===== src/rtl/sqrt_pkg.sv =====
// Shared sizing for the odd-number-subtraction square-root datapath.
//   SQRT_WIDTH : default operand width (even, >= 4)
//   SQRT_RW    : root width
//   SQRT_DW    : remainder / odd-term width (two guard bits for the sign)
//   SQRT_KW    : iteration counter width (one bit over the root, for peak k = 2^RW)
package sqrt_pkg;
  localparam int SQRT_WIDTH = 8;
  localparam int SQRT_RW    = SQRT_WIDTH / 2;
  localparam int SQRT_DW    = SQRT_WIDTH + 2;
  localparam int SQRT_KW    = SQRT_RW + 1;
endpackage


===== src/rtl/sqrt_datapath_if.sv =====
// Controller <-> square-root datapath bundle.
//   x_i        : operand, sampled on wr_input_i
//   wr_input_i : load operand / restart iteration
//   en_pipe_i  : advance both pipeline stages
//   mux_root_i : 1 freezes the root register
//   N_o        : registered remainder sign (1 = subtraction overshot)
//   root_o     : floor(sqrt(x))
// master = controller side, slave = datapath side.
interface sqrt_datapath_if #(
  parameter int WIDTH = sqrt_pkg::SQRT_WIDTH
);
  logic [WIDTH-1:0]   x_i;
  logic               wr_input_i;
  logic               en_pipe_i;
  logic               mux_root_i;
  logic               N_o;
  logic [WIDTH/2-1:0] root_o;

  modport master (output x_i, wr_input_i, en_pipe_i, mux_root_i,
                  input  N_o, root_o);
  modport slave  (input  x_i, wr_input_i, en_pipe_i, mux_root_i,
                  output N_o, root_o);
endinterface


===== src/rtl/sqrt_iter_stage.sv =====
// Stage 1 of the square-root datapath: subtracts 1, 3, 5, ... from the
// operand, counting successful steps, and holds once the remainder goes
// negative.
//   clk, rst_n : clock, async active-low reset
//   x          : operand
//   load       : load operand (priority over en)
//   en         : advance one iteration
//   d_neg      : remainder sign bit
//   k          : number of subtractions performed
module sqrt_iter_stage
  import sqrt_pkg::*;
#(
  parameter int WIDTH = SQRT_WIDTH
) (
  input  logic                 clk,
  input  logic                 rst_n,
  input  logic [WIDTH-1:0]     x,
  input  logic                 load,
  input  logic                 en,
  output logic                 d_neg,
  output logic [WIDTH/2:0]     k
);
  localparam int DW = WIDTH + 2;
  localparam int KW = WIDTH / 2 + 1;

  // Two's-complement remainder kept as a plain vector; the MSB is the sign.
  logic [DW-1:0] d;
  logic [DW-1:0] odd;

  always_ff @(posedge clk or negedge rst_n) begin
    if (!rst_n) begin
      d   <= '0;
      odd <= DW'(1);
      k   <= '0;
    end else if (load) begin
      d   <= {2'b00, x};
      odd <= DW'(1);
      k   <= '0;
    end else if (en && !d[DW-1]) begin
      // Sticky: once negative nothing moves, so k peaks at root+1.
      d   <= d - odd;
      odd <= odd + DW'(2);
      k   <= k + KW'(1);
    end
  end

  assign d_neg = d[DW-1];
endmodule


===== src/rtl/sqrt_datapath.sv =====
// Integer square-root datapath. Stage 1 (sqrt_iter_stage) iterates; stage 2
// samples the sign and count one cycle later; the root register takes
// count-1 while mux_root_i = 0, which is correct at the edge where the
// controller sees N_o = 1.
//   clk, rst_n : clock, async active-low reset
//   bus        : sqrt_datapath_if slave (x_i, wr_input_i, en_pipe_i,
//                mux_root_i in; N_o, root_o out)
module sqrt_datapath
  import sqrt_pkg::*;
#(
  parameter int WIDTH = SQRT_WIDTH
) (
  input  logic            clk,
  input  logic            rst_n,
  sqrt_datapath_if.slave  bus
);
  localparam int RW = WIDTH / 2;
  localparam int KW = RW + 1;

  logic          d_neg;
  logic [KW-1:0] k;
  logic          n_q;
  logic [KW-1:0] k_q;
  logic [RW-1:0] root_q;

  sqrt_iter_stage #(.WIDTH(WIDTH)) u_iter (
    .clk   (clk),
    .rst_n (rst_n),
    .x     (bus.x_i),
    .load  (bus.wr_input_i),
    .en    (bus.en_pipe_i),
    .d_neg (d_neg),
    .k     (k)
  );

  always_ff @(posedge clk or negedge rst_n) begin
    if (!rst_n) begin
      n_q <= 1'b0;
      k_q <= '0;
    end else if (bus.wr_input_i) begin
      n_q <= 1'b0;
      k_q <= '0;
    end else if (bus.en_pipe_i) begin
      n_q <= d_neg;
      k_q <= k;
    end
  end

  // k_q overshoots by one (it counts the failing subtraction too).
  always_ff @(posedge clk or negedge rst_n) begin
    if (!rst_n)
      root_q <= '0;
    else if (bus.en_pipe_i && !bus.mux_root_i && !bus.wr_input_i)
      root_q <= RW'(k_q - KW'(1));
  end

  assign bus.N_o    = n_q;
  assign bus.root_o = root_q;
endmodule


===== src/flat_wrapper.sv =====
// flat-port wrapper written by rule: the top's interface ports become plain ports
module sqrt_datapath_flat import sqrt_pkg::*;
#(
  parameter int WIDTH = SQRT_WIDTH
)
  (clk, rst_n, bus_x_i, bus_wr_input_i, bus_en_pipe_i, bus_mux_root_i, bus_N_o, bus_root_o);
  sqrt_datapath_if #(.WIDTH(WIDTH)) bus_i ();
  input  logic clk;
  input  logic rst_n;
  input wire logic [$bits(bus_i.x_i)-1:0] bus_x_i;
  input wire logic [$bits(bus_i.wr_input_i)-1:0] bus_wr_input_i;
  input wire logic [$bits(bus_i.en_pipe_i)-1:0] bus_en_pipe_i;
  input wire logic [$bits(bus_i.mux_root_i)-1:0] bus_mux_root_i;
  output wire logic [$bits(bus_i.N_o)-1:0] bus_N_o;
  output wire logic [$bits(bus_i.root_o)-1:0] bus_root_o;
  assign bus_i.x_i = bus_x_i;
  assign bus_i.wr_input_i = bus_wr_input_i;
  assign bus_i.en_pipe_i = bus_en_pipe_i;
  assign bus_i.mux_root_i = bus_mux_root_i;
  assign bus_N_o = bus_i.N_o;
  assign bus_root_o = bus_i.root_o;
  sqrt_datapath #(.WIDTH(WIDTH)) u_core (.clk(clk), .rst_n(rst_n), .bus(bus_i));
endmodule

===== config.mk =====
export PLATFORM = sky130hd
export DESIGN_NAME = sqrt_datapath_flat
export DESIGN_NICKNAME = d
export VERILOG_FILES = /design/src/rtl/sqrt_pkg.sv /design/src/rtl/sqrt_datapath_if.sv /design/src/rtl/sqrt_iter_stage.sv /design/src/rtl/sqrt_datapath.sv /design/src/flat_wrapper.sv
export SDC_FILE = /design/constraint.sdc
export NUM_CORES = 1
export LEC_CHECK = 0
export BUFFER_PORTS_ARGS = -buffer_cell sky130_fd_sc_hd__buf_2
export CORE_ASPECT_RATIO = 0.5
export CORE_MARGIN = 2
export CORE_UTILIZATION = 45
export CTS_CLUSTER_SIZE = 8
export DETAILED_ROUTE_END_ITERATION = 12
export GPL_TIMING_DRIVEN = 0
export PLACE_DENSITY = 0.67
export SLEW_MARGIN = 40
export SYNTH_ARGS = -nofsm -noshare
export SYNTH_HDL_FRONTEND = slang
export SYNTH_SLANG_ARGS = --single-unit

===== constraint.sdc =====
create_clock -name clk -period 4 [get_ports clk]
set_clock_uncertainty 0.2 [all_clocks]
set_input_delay 0.2 -clock clk [delete_from_list [all_inputs] [get_ports clk]]
set_output_delay 0.2 -clock clk [all_outputs]
set_load 0.1 [all_outputs]

==> results of run 1 <==
-- cells by family after synthesis --
| family | Yosys count | share of synthesized area |
|---|---|---|
| compound gates | 48 | 0.160 |
| simple gates | 73 | 0.190 |
| buf+inv | 20 | 0.0554 |
| xor+xnor | 10 | 0.0451 |
| flops | 33 | 0.426 |
| fa+ha+maj | 13 | 0.0877 |
| mux | 7 | 0.0361 |
-- cell type report --
| class | count | area (um^2) |
|---|---|---|
| repair buffers | 25 | 173 |
| inverters | 13 | 48.8 |
| multi-input cells | 151 | 1010 |
| well taps | 54 | 67.6 |
| plain buffers | 7 | 58.8 |
| fillers | 357 | 1730 |
| clock inverters | 1 | 30.0 |
| flip-flops and latches | 33 | 827 |
| clock buffers | 7 | 86.3 |
-- layer usage --
| metal | vias up | part of all wire | track usage |
|---|---|---|---|
| met1 | 688 | 0.53 | 0.276 |
| met5 | - | 0 | 0 |
| li1 | 779 | - | - |
| met4 | 0 | 0.0049 | 0.0282 |
| met2 | 35 | 0.41 | 0.252 |
| met3 | 4 | 0.061 | 0.0557 |
-- state kept, by name, indices dropped and copies added, names as in the netlist --
| register | count |
|---|---|
| u_core.u_iter.odd | 10 |
| u_core.u_iter.d | 10 |
| u_core.bus.N_o | 1 |
| u_core.u_iter.k | 4 |
| u_core.bus.root_o | 4 |
| u_core.k_q | 4 |
-- synth_stat cells (all sizes together) --
master	n	area share
dfrtp	32	0.41
nor2	23	0.048
nand2	19	0.037
o21ai	17	0.044
inv	13	0.025
a21oi	12	0.031
ha	12	0.077
mux2i	7	0.036
nor3	7	0.018
xnor2	7	0.032
clkbuf	4	0.013
nor3b	4	0.015
o21a	4	0.015
or3	4	0.013
buf	3	0.017
nand4	3	0.0097
or2	3	0.0097
xor2	3	0.014
a221o	2	0.012
a22o	2	0.010
and2b	2	0.0084
nor2b	2	0.0064
o31ai	2	0.0077
or2b	2	0.0090
a211oi	1	0.0039
a21boi	1	0.0039
a311o	1	0.0052
a32o	1	0.0052
dfstp	1	0.014
fa	1	0.010
nand2b	1	0.0032
nand3	1	0.0026
nor4	1	0.0032
o211ai	1	0.0039
o221ai	1	0.0045
o22ai	1	0.0032
o31a	1	0.0045
o41a	1	0.0058
or4	1	0.0058
-- what timing repair did --
item	CTS	global route
setup endpoints to repair	0	0
hold endpoints to repair	40	0
resized for setup	0	0
hold buffers	9	0
-- per-stage QoR --
stage,power [mW],util
floorplan,0.680,-
global placement,0.747,0.519
detailed placement,0.754,0.519
CTS,1.09,0.570
global route,1.16,0.571
finish,1.08,0.571
-- power by group through the flow --
| stage | Combinational (mW) | Clock [mW] | Sequential, mW |
|---|---|---|---|
| after floorplan | 0.218 | 0 | 0.463 |
| after global placement | 0.342 | 0 | 0.405 |
| after detailed placement | 0.349 | 0 | 0.406 |
| after CTS | 0.357 | 0.332 | 0.399 |
| after global routing | 0.394 | 0.358 | 0.406 |
| final | 0.357 | 0.325 | 0.399 |
-- how the worst min path moves through the flow --
stage | start | end | slack [ps] | cells past startpoint
CTS | bus_en_pipe_i | u_core.k_q[1] | 30 | 3
global route | bus_en_pipe_i | u_core.k_q[1] | 40 | 3
finish | bus_en_pipe_i | u_core.k_q[3] | 30 | 3
floorplan | rst_n | u_core.bus.N_o | -300 | 0
detailed placement | rst_n | u_core.bus.root_o[2] | 110 | 1
global placement | rst_n | u_core.bus.root_o[3] | 100 | 1
-- critical path: stages, from the launching register on --
cell and delay (ps):
sky130_fd_sc_hd__dfstp_2 530, sky130_fd_sc_hd__ha_1 180, sky130_fd_sc_hd__fa_1 220, sky130_fd_sc_hd__nor2b_1 80
sky130_fd_sc_hd__o31a_1 280, sky130_fd_sc_hd__o41a_1 330, sky130_fd_sc_hd__or3_1 310, sky130_fd_sc_hd__a32o_1 240
==> summary by stage, run 1 <==
Flow run
The tool flagged a number of max-cap violations equal to 0.

STA
The slew of the pin with the lowest slew margin is around 500 ps. Dividing the final minimum period by the clock period gives 0.620. The total count of hold-check failures in the final report is 0. The max-slew violation count is 0. Measured against its own limit, the worst slew margin works out to 0.655. The final setup TNS is 0 ps. Across all setup checks in the final design, the least slack found is 1520 ps.

Setup repair after global routing left no endpoint under its margin. Based on the critical path, the design can be clocked at up to 404 MHz. The setup violation total in the final timing report is 0. For the finished layout, the period the worst path requires is between 2000 and 2500 ps. The final-layout worst hold slack is a little over 30 ps.

Detailed routing
The detail route stage leaves a number of antenna-violating nets equal to 0. The average wire per cell in the routed design is 13.3 um. Summed over all layers, the routed wires come to 3.87 mm. In this run, the number of DRC markers left after iteration 0 of detailed routing was 76. The length of the first detailed-routing pass in iterations is 4. Detailed routing inserted a total of about 1500 vias. After detailed routing, the number of remaining DRC violations is 0. After detailed routing, the number of vias per cell comes to 5.18.

Finish
The final non-filler cell area is 2300 um^2. The fraction of layout cells with a size suffix above 1 is 0.169. For this run, the number of standard cells in the final layout without fillers is 291. The synthesis-to-layout area growth is 18.4%. Leaving out fill and tap cells, the most frequent cells in the layout are sky130_fd_sc_hd__dfrtp_1, sky130_fd_sc_hd__nor2_1, sky130_fd_sc_hd__nand2_1. The total number of nets in the final design is 262. The commonest non-fill, non-tap cell in the layout is sky130_fd_sc_hd__dfrtp_1. The number of antenna diodes in the final layout is 0.

Logic synthesis
Yosys mapped the design onto 42 distinct sky130hd cell types. A synthesized cell averages 9.51 um^2. In this run, synthesis produced a sequential element count of 33. The cell count after synthesis came out at 204.

Counting every net in the synthesized netlist gives 230. The share of the Yosys chip area taken by registers is 0.426. After synthesis the cells add up to 1940 um^2.

During synthesis, Yosys emitted a total of 0 warnings.

Clock network
The tree is rooted in a sky130_fd_sc_hd__clkbuf_8. The post-CTS clock slew at the launch and capture registers of the worst setup and hold paths is ~70 ps. The count of buffers added by post-CTS timing repair for setup is 0. The CTS buffer count is 5. The maximum clock insertion buffer count is 2. The maximum level of the CTS H-tree is 2. For this design, the sink count on the clock tree is 33. The clock tree from TritonCTS is yes. Clock latency on the worst-skew pair, taken at its later pin, is roughly 280 ps.

Setup path
The worst reg-to-reg path cell count is 7. In this run the worst setup path terminates at u_core.u_iter.d[8]. The source of the critical timing path is u_core.u_iter.odd[0]. STA puts the critical path data required time at 3970 ps. STA classifies the critical path startpoint as a register. Across all register-to-register paths, the minimum setup slack is 1520 ps. The reg-to-reg critical path endpoint is u_core.u_iter.d[8]. The worst setup path is captured at a register. The reg-to-reg startpoint is u_core.u_iter.odd[0]. The worst setup path is of the reg2reg kind. The largest driver fanout on the critical path is 3. Data on the critical path arrives at its endpoint at 2450 ps.

GRT
The initial antenna violation count is 0. The via count of the first global-routing pass is 1363. Entering global routing, the biggest net connects 34 pins. The first global-routing pass estimated 6.80 mm of wire. The total congestion overflow after global routing is 0.

The all-layer global routing usage is 0.180.

Placed design
Routability-driven placement finished with a final weighted congestion of 0.843. The post-placement cell area is between 2000 and 2500 um^2. Including well taps, the total number of placed cells is 274.

After legalization and detailed placement, the total HPWL measured 2.86 mm. The quantity of I/O buffers inserted on ports is 16. Timing analysis after detailed placement gives a worst setup slack of 1540 ps.

Min path
The classification of the worst-slack hold path is in2reg.

Power
Of the total power, the share spent switching nets is 0.343. The worst voltage drop across the vdd grid is 0.222 mV. Power spread over the standard cell area amounts to roughly 470 nW/um^2. The total internal power is 0.710 mW. The static leakage is 1.02 nW. The analysis attributes to net switching a power of 0.371 mW. The logic gate share of total power is 0.330. Of the total power, registers draw 0.369. The clock share of power is 0.300.

Outcome
The flow ran to the end, and the final reports show no timing, DRC or antenna violations.

Floorplanning
The floorplan step defined a die boundary enclosing 4890 um^2. From left edge to right edge, the die measures between 90 and 100 um. The row count is 16. For this configuration, the core starts out at a cell density of 0.482. The floorplan core area is 4020 um^2. Measured along the y axis, the die boundary spans approximately 50 um.

In this run the count of I/O pins placed on the die edge is 18.
No activity file was read; power rests on OpenSTA's default activity.
==> run 2, diff against run 1 <==
--- a/config.mk
+++ b/config.mk
@@ -12,7 +12,7 @@
 export CTS_CLUSTER_SIZE = 8
 export DETAILED_ROUTE_END_ITERATION = 12
 export GPL_TIMING_DRIVEN = 0
-export PLACE_DENSITY = 0.67
+export PLACE_DENSITY = 0.7
 export SLEW_MARGIN = 40
 export SYNTH_ARGS = -nofsm -noshare
 export SYNTH_HDL_FRONTEND = slang
==> constraint.sdc (replaced) <==
create_clock -name clk -period 2 [get_ports clk]
set_clock_uncertainty 0.2 [all_clocks]
set_input_delay 0.1 -clock clk [delete_from_list [all_inputs] [get_ports clk]]
set_output_delay 0.1 -clock clk [all_outputs]
set_load 0.1 [all_outputs]
==> run 2 against run 1 <==
The flow now finishes with violations (negative setup slack). Die area is the same. Via count grew 6.9%. Global-route usage grew 1.2 points. Largest cell class unchanged. Highest routed layer unchanged.
==> summary by stage, run 2 (same netlist as run 1, synthesis figures left out) <==
Finish
The largest registers in the layout are u_core.u_iter.d: 10 flops, u_core.u_iter.odd: 10 flops. The fraction of layout cells with a size suffix above 1 is 0.286. The commonest non-fill, non-tap cell in the layout is sky130_fd_sc_hd__dfrtp_1.

The area occupied by multi-input gates is 1100 um^2. The total number of nets in the final design is between 200 and 300. In the layout the commonest cells are sky130_fd_sc_hd__dfrtp_1, sky130_fd_sc_hd__nor2_1, sky130_fd_sc_hd__nand2_1. The synthesis-to-layout area growth is 27.9%.

The antenna diode instance count is 0. Registers take 828 um^2. The filler cell count is 348.

Detailed routing
For this run, design rule violations remaining after detail routing come to 0. In this run the remaining antenna-violating nets after routing total 0. The average wire per cell in the routed design is 14.4 um. Wires add up to 4.40 mm. The total number of vias is about 1600.

The post-detailed-route via-to-cell ratio is around 5.3. The length of the first detailed-routing pass in iterations is 4. After the first detailed-routing iteration, the DRC count stood at 109.

STA
The routed design could run at a clock period as short as between 2000 and 2500 ps. Setup repair after global routing could not meet its margin everywhere. The max-slew violation count is 0. The final-layout worst hold slack is 56.8 ps. Setup violations remaining at the end of the flow were counted as 3. Of the available clock period, the critical path in the final layout requires 1.23. The final setup TNS is -648 ps. The highest clock rate is 408 MHz. The total count of hold-check failures in the final report is 0. The post-route worst setup slack is -452 ps. At the pin with the least slew margin, the transition time is 496 ps. The max-slew headroom at the worst pin is 0.669.

Setup path
The data required time of the worst path is 1980 ps. The worst register-to-register path begins at u_core.u_iter.odd[0]. The worst reg-to-reg path cell count is 7. Along the worst path, the maximum fanout reaches 2. The class of the most critical setup path is reg2reg.

The setup check on the worst reg-to-reg path leaves a slack of -450 ps. The sort of element at the end of the critical path is a register. The worst register-to-register path ends at u_core.u_iter.d[8].

The arrival time of data at the critical path endpoint is about 2400 ps. The nature of the critical path startpoint is a register.

Clock network
The clock passes through at most 2 buffers. The post-CTS clock slew at the launch and capture registers of the worst setup and hold paths is 80 ps. The later-pin clock latency in the skew report is 290 ps.

Clock tree synthesis selected as its root buffer the cell sky130_fd_sc_hd__clkbuf_8. TritonCTS built the clock tree. The number of clock sinks seen by CTS is 33. The CTS buffer count is 5.

In this run the number of H-tree levels came out at 2.

Floorplanning
The die width is 96.9 um. The area enclosed by the die boundary is 4890 um^2. The row count is 16. The number of placed I/O pins is 18. Measured along the y axis, the die boundary spans 50.4 um. The initial utilization of the core area, before any placement, comes to 0.482. The total area inside the core boundary comes to 4020 um^2.

Placed design
The congestion estimate from routability-driven global placement came to 0.893. The wire-length estimate of the detail-placed layout is 2.92 mm. Port buffering added 16 buffers.

Power
In this run the power density over the cells is 900 nW/um^2. The static leakage is 1.09 nW. The worst voltage drop across the vdd grid is 0.424 mV.

The sum of internal, switching and leakage power is 2.23 mW.

Outcome
The flow ran to the end, but the final reports show violations. The checks that failed: negative setup slack.

GRT
The fraction of met2 tracks used by global routing is 0.293. The initial antenna violation count is 0. The global routing met3 resource utilization is 0.0487.

The total congestion overflow after global routing is 0. The via count of the first global-routing pass came to 1523. The wire length of the first global-routing pass is roughly 7.2 mm. The peak-usage layer in the global routing report is met2.

The largest net degree at the start of global routing is 34. The met1 track demand over resource in global routing is 0.266. In the global route stage, overall resource usage came out at 0.192.

Min path
The classification of the worst-slack hold path is in2reg. The number of cells on the worst hold path is 3. The endpoint of the worst hold-timing path is u_core.bus.root_o[0]. The origin of the worst min-delay path is bus_mux_root_i.

Flow run
The tool flagged a number of max-cap violations equal to 0.
run 2: layout make-up:
type	count	area share
Clock inverter	3	0.00706
Buffer	7	0.0237
Multi-Input combinational cell	151	0.444
Inverter	13	0.0197
Tap cell	54	0.0272
Timing Repair Buffer	40	0.117
Sequential cell	33	0.334
Clock buffer	5	0.0277
run 2: repair_timing:
action	4_1_cts	5_1_grt
gates resized for setup	9	10
pin swaps	14	4
hold buffers	10	0
endpoints found under the setup margin	8	10
endpoints found under the hold margin	45	0
buffers inserted	11	3
run 2: through the flow:
stage / utilization / area [um^2] / cells / setup WS (ps)
detailed placement: 0.524 / 2110 / 274 / -455
CTS: 0.598 / 2400 / 303 / -447
global route: 0.617 / 2480 / 306 / -494
global placement: 0.524 / 2110 / 274 / -416
finish: 0.617 / 2480 / 306 / -452
floorplan: - / 1960 / 204 / -325
run 2: worst max-delay path by stage:
stage	to	slack, ps	from
detailed placement	u_core.u_iter.d[8]	-450	u_core.u_iter.odd[0]
global placement	u_core.u_iter.d[8]	-420	u_core.u_iter.odd[0]
floorplan	u_core.u_iter.d[8]	-330	u_core.u_iter.odd[0]
finish	u_core.u_iter.d[8]	-450	u_core.u_iter.odd[0]
global route	u_core.u_iter.d[8]	-490	u_core.u_iter.odd[0]
CTS	u_core.u_iter.d[8]	-450	u_core.u_iter.odd[0]
run 2: worst max-delay path, cell delays in order, from the launching register on:
cell	delay, ps
sky130_fd_sc_hd__dfstp_2	540
sky130_fd_sc_hd__ha_4	130
sky130_fd_sc_hd__fa_2	200
sky130_fd_sc_hd__nor2b_2	50
sky130_fd_sc_hd__o31a_1	290
sky130_fd_sc_hd__o41a_1	350
sky130_fd_sc_hd__or3_1	330
sky130_fd_sc_hd__a32o_1	260
run 2: where the power goes:
part	switching [mW]	leakage, nW	internal (mW)	total, mW
Sequential	0.0585	0.428	0.743	0.801
Clock	0.269	0.0439	0.240	0.510
Combinational	0.523	0.614	0.400	0.923
Total	0.850	1.09	1.38	2.23
run 2: per-layer routing:
metal	wire, um	vias to the layer above
li1	-	810
met1	2200	759
met2	1990	36
met3	157	5
met4	49	0
met5	0	-
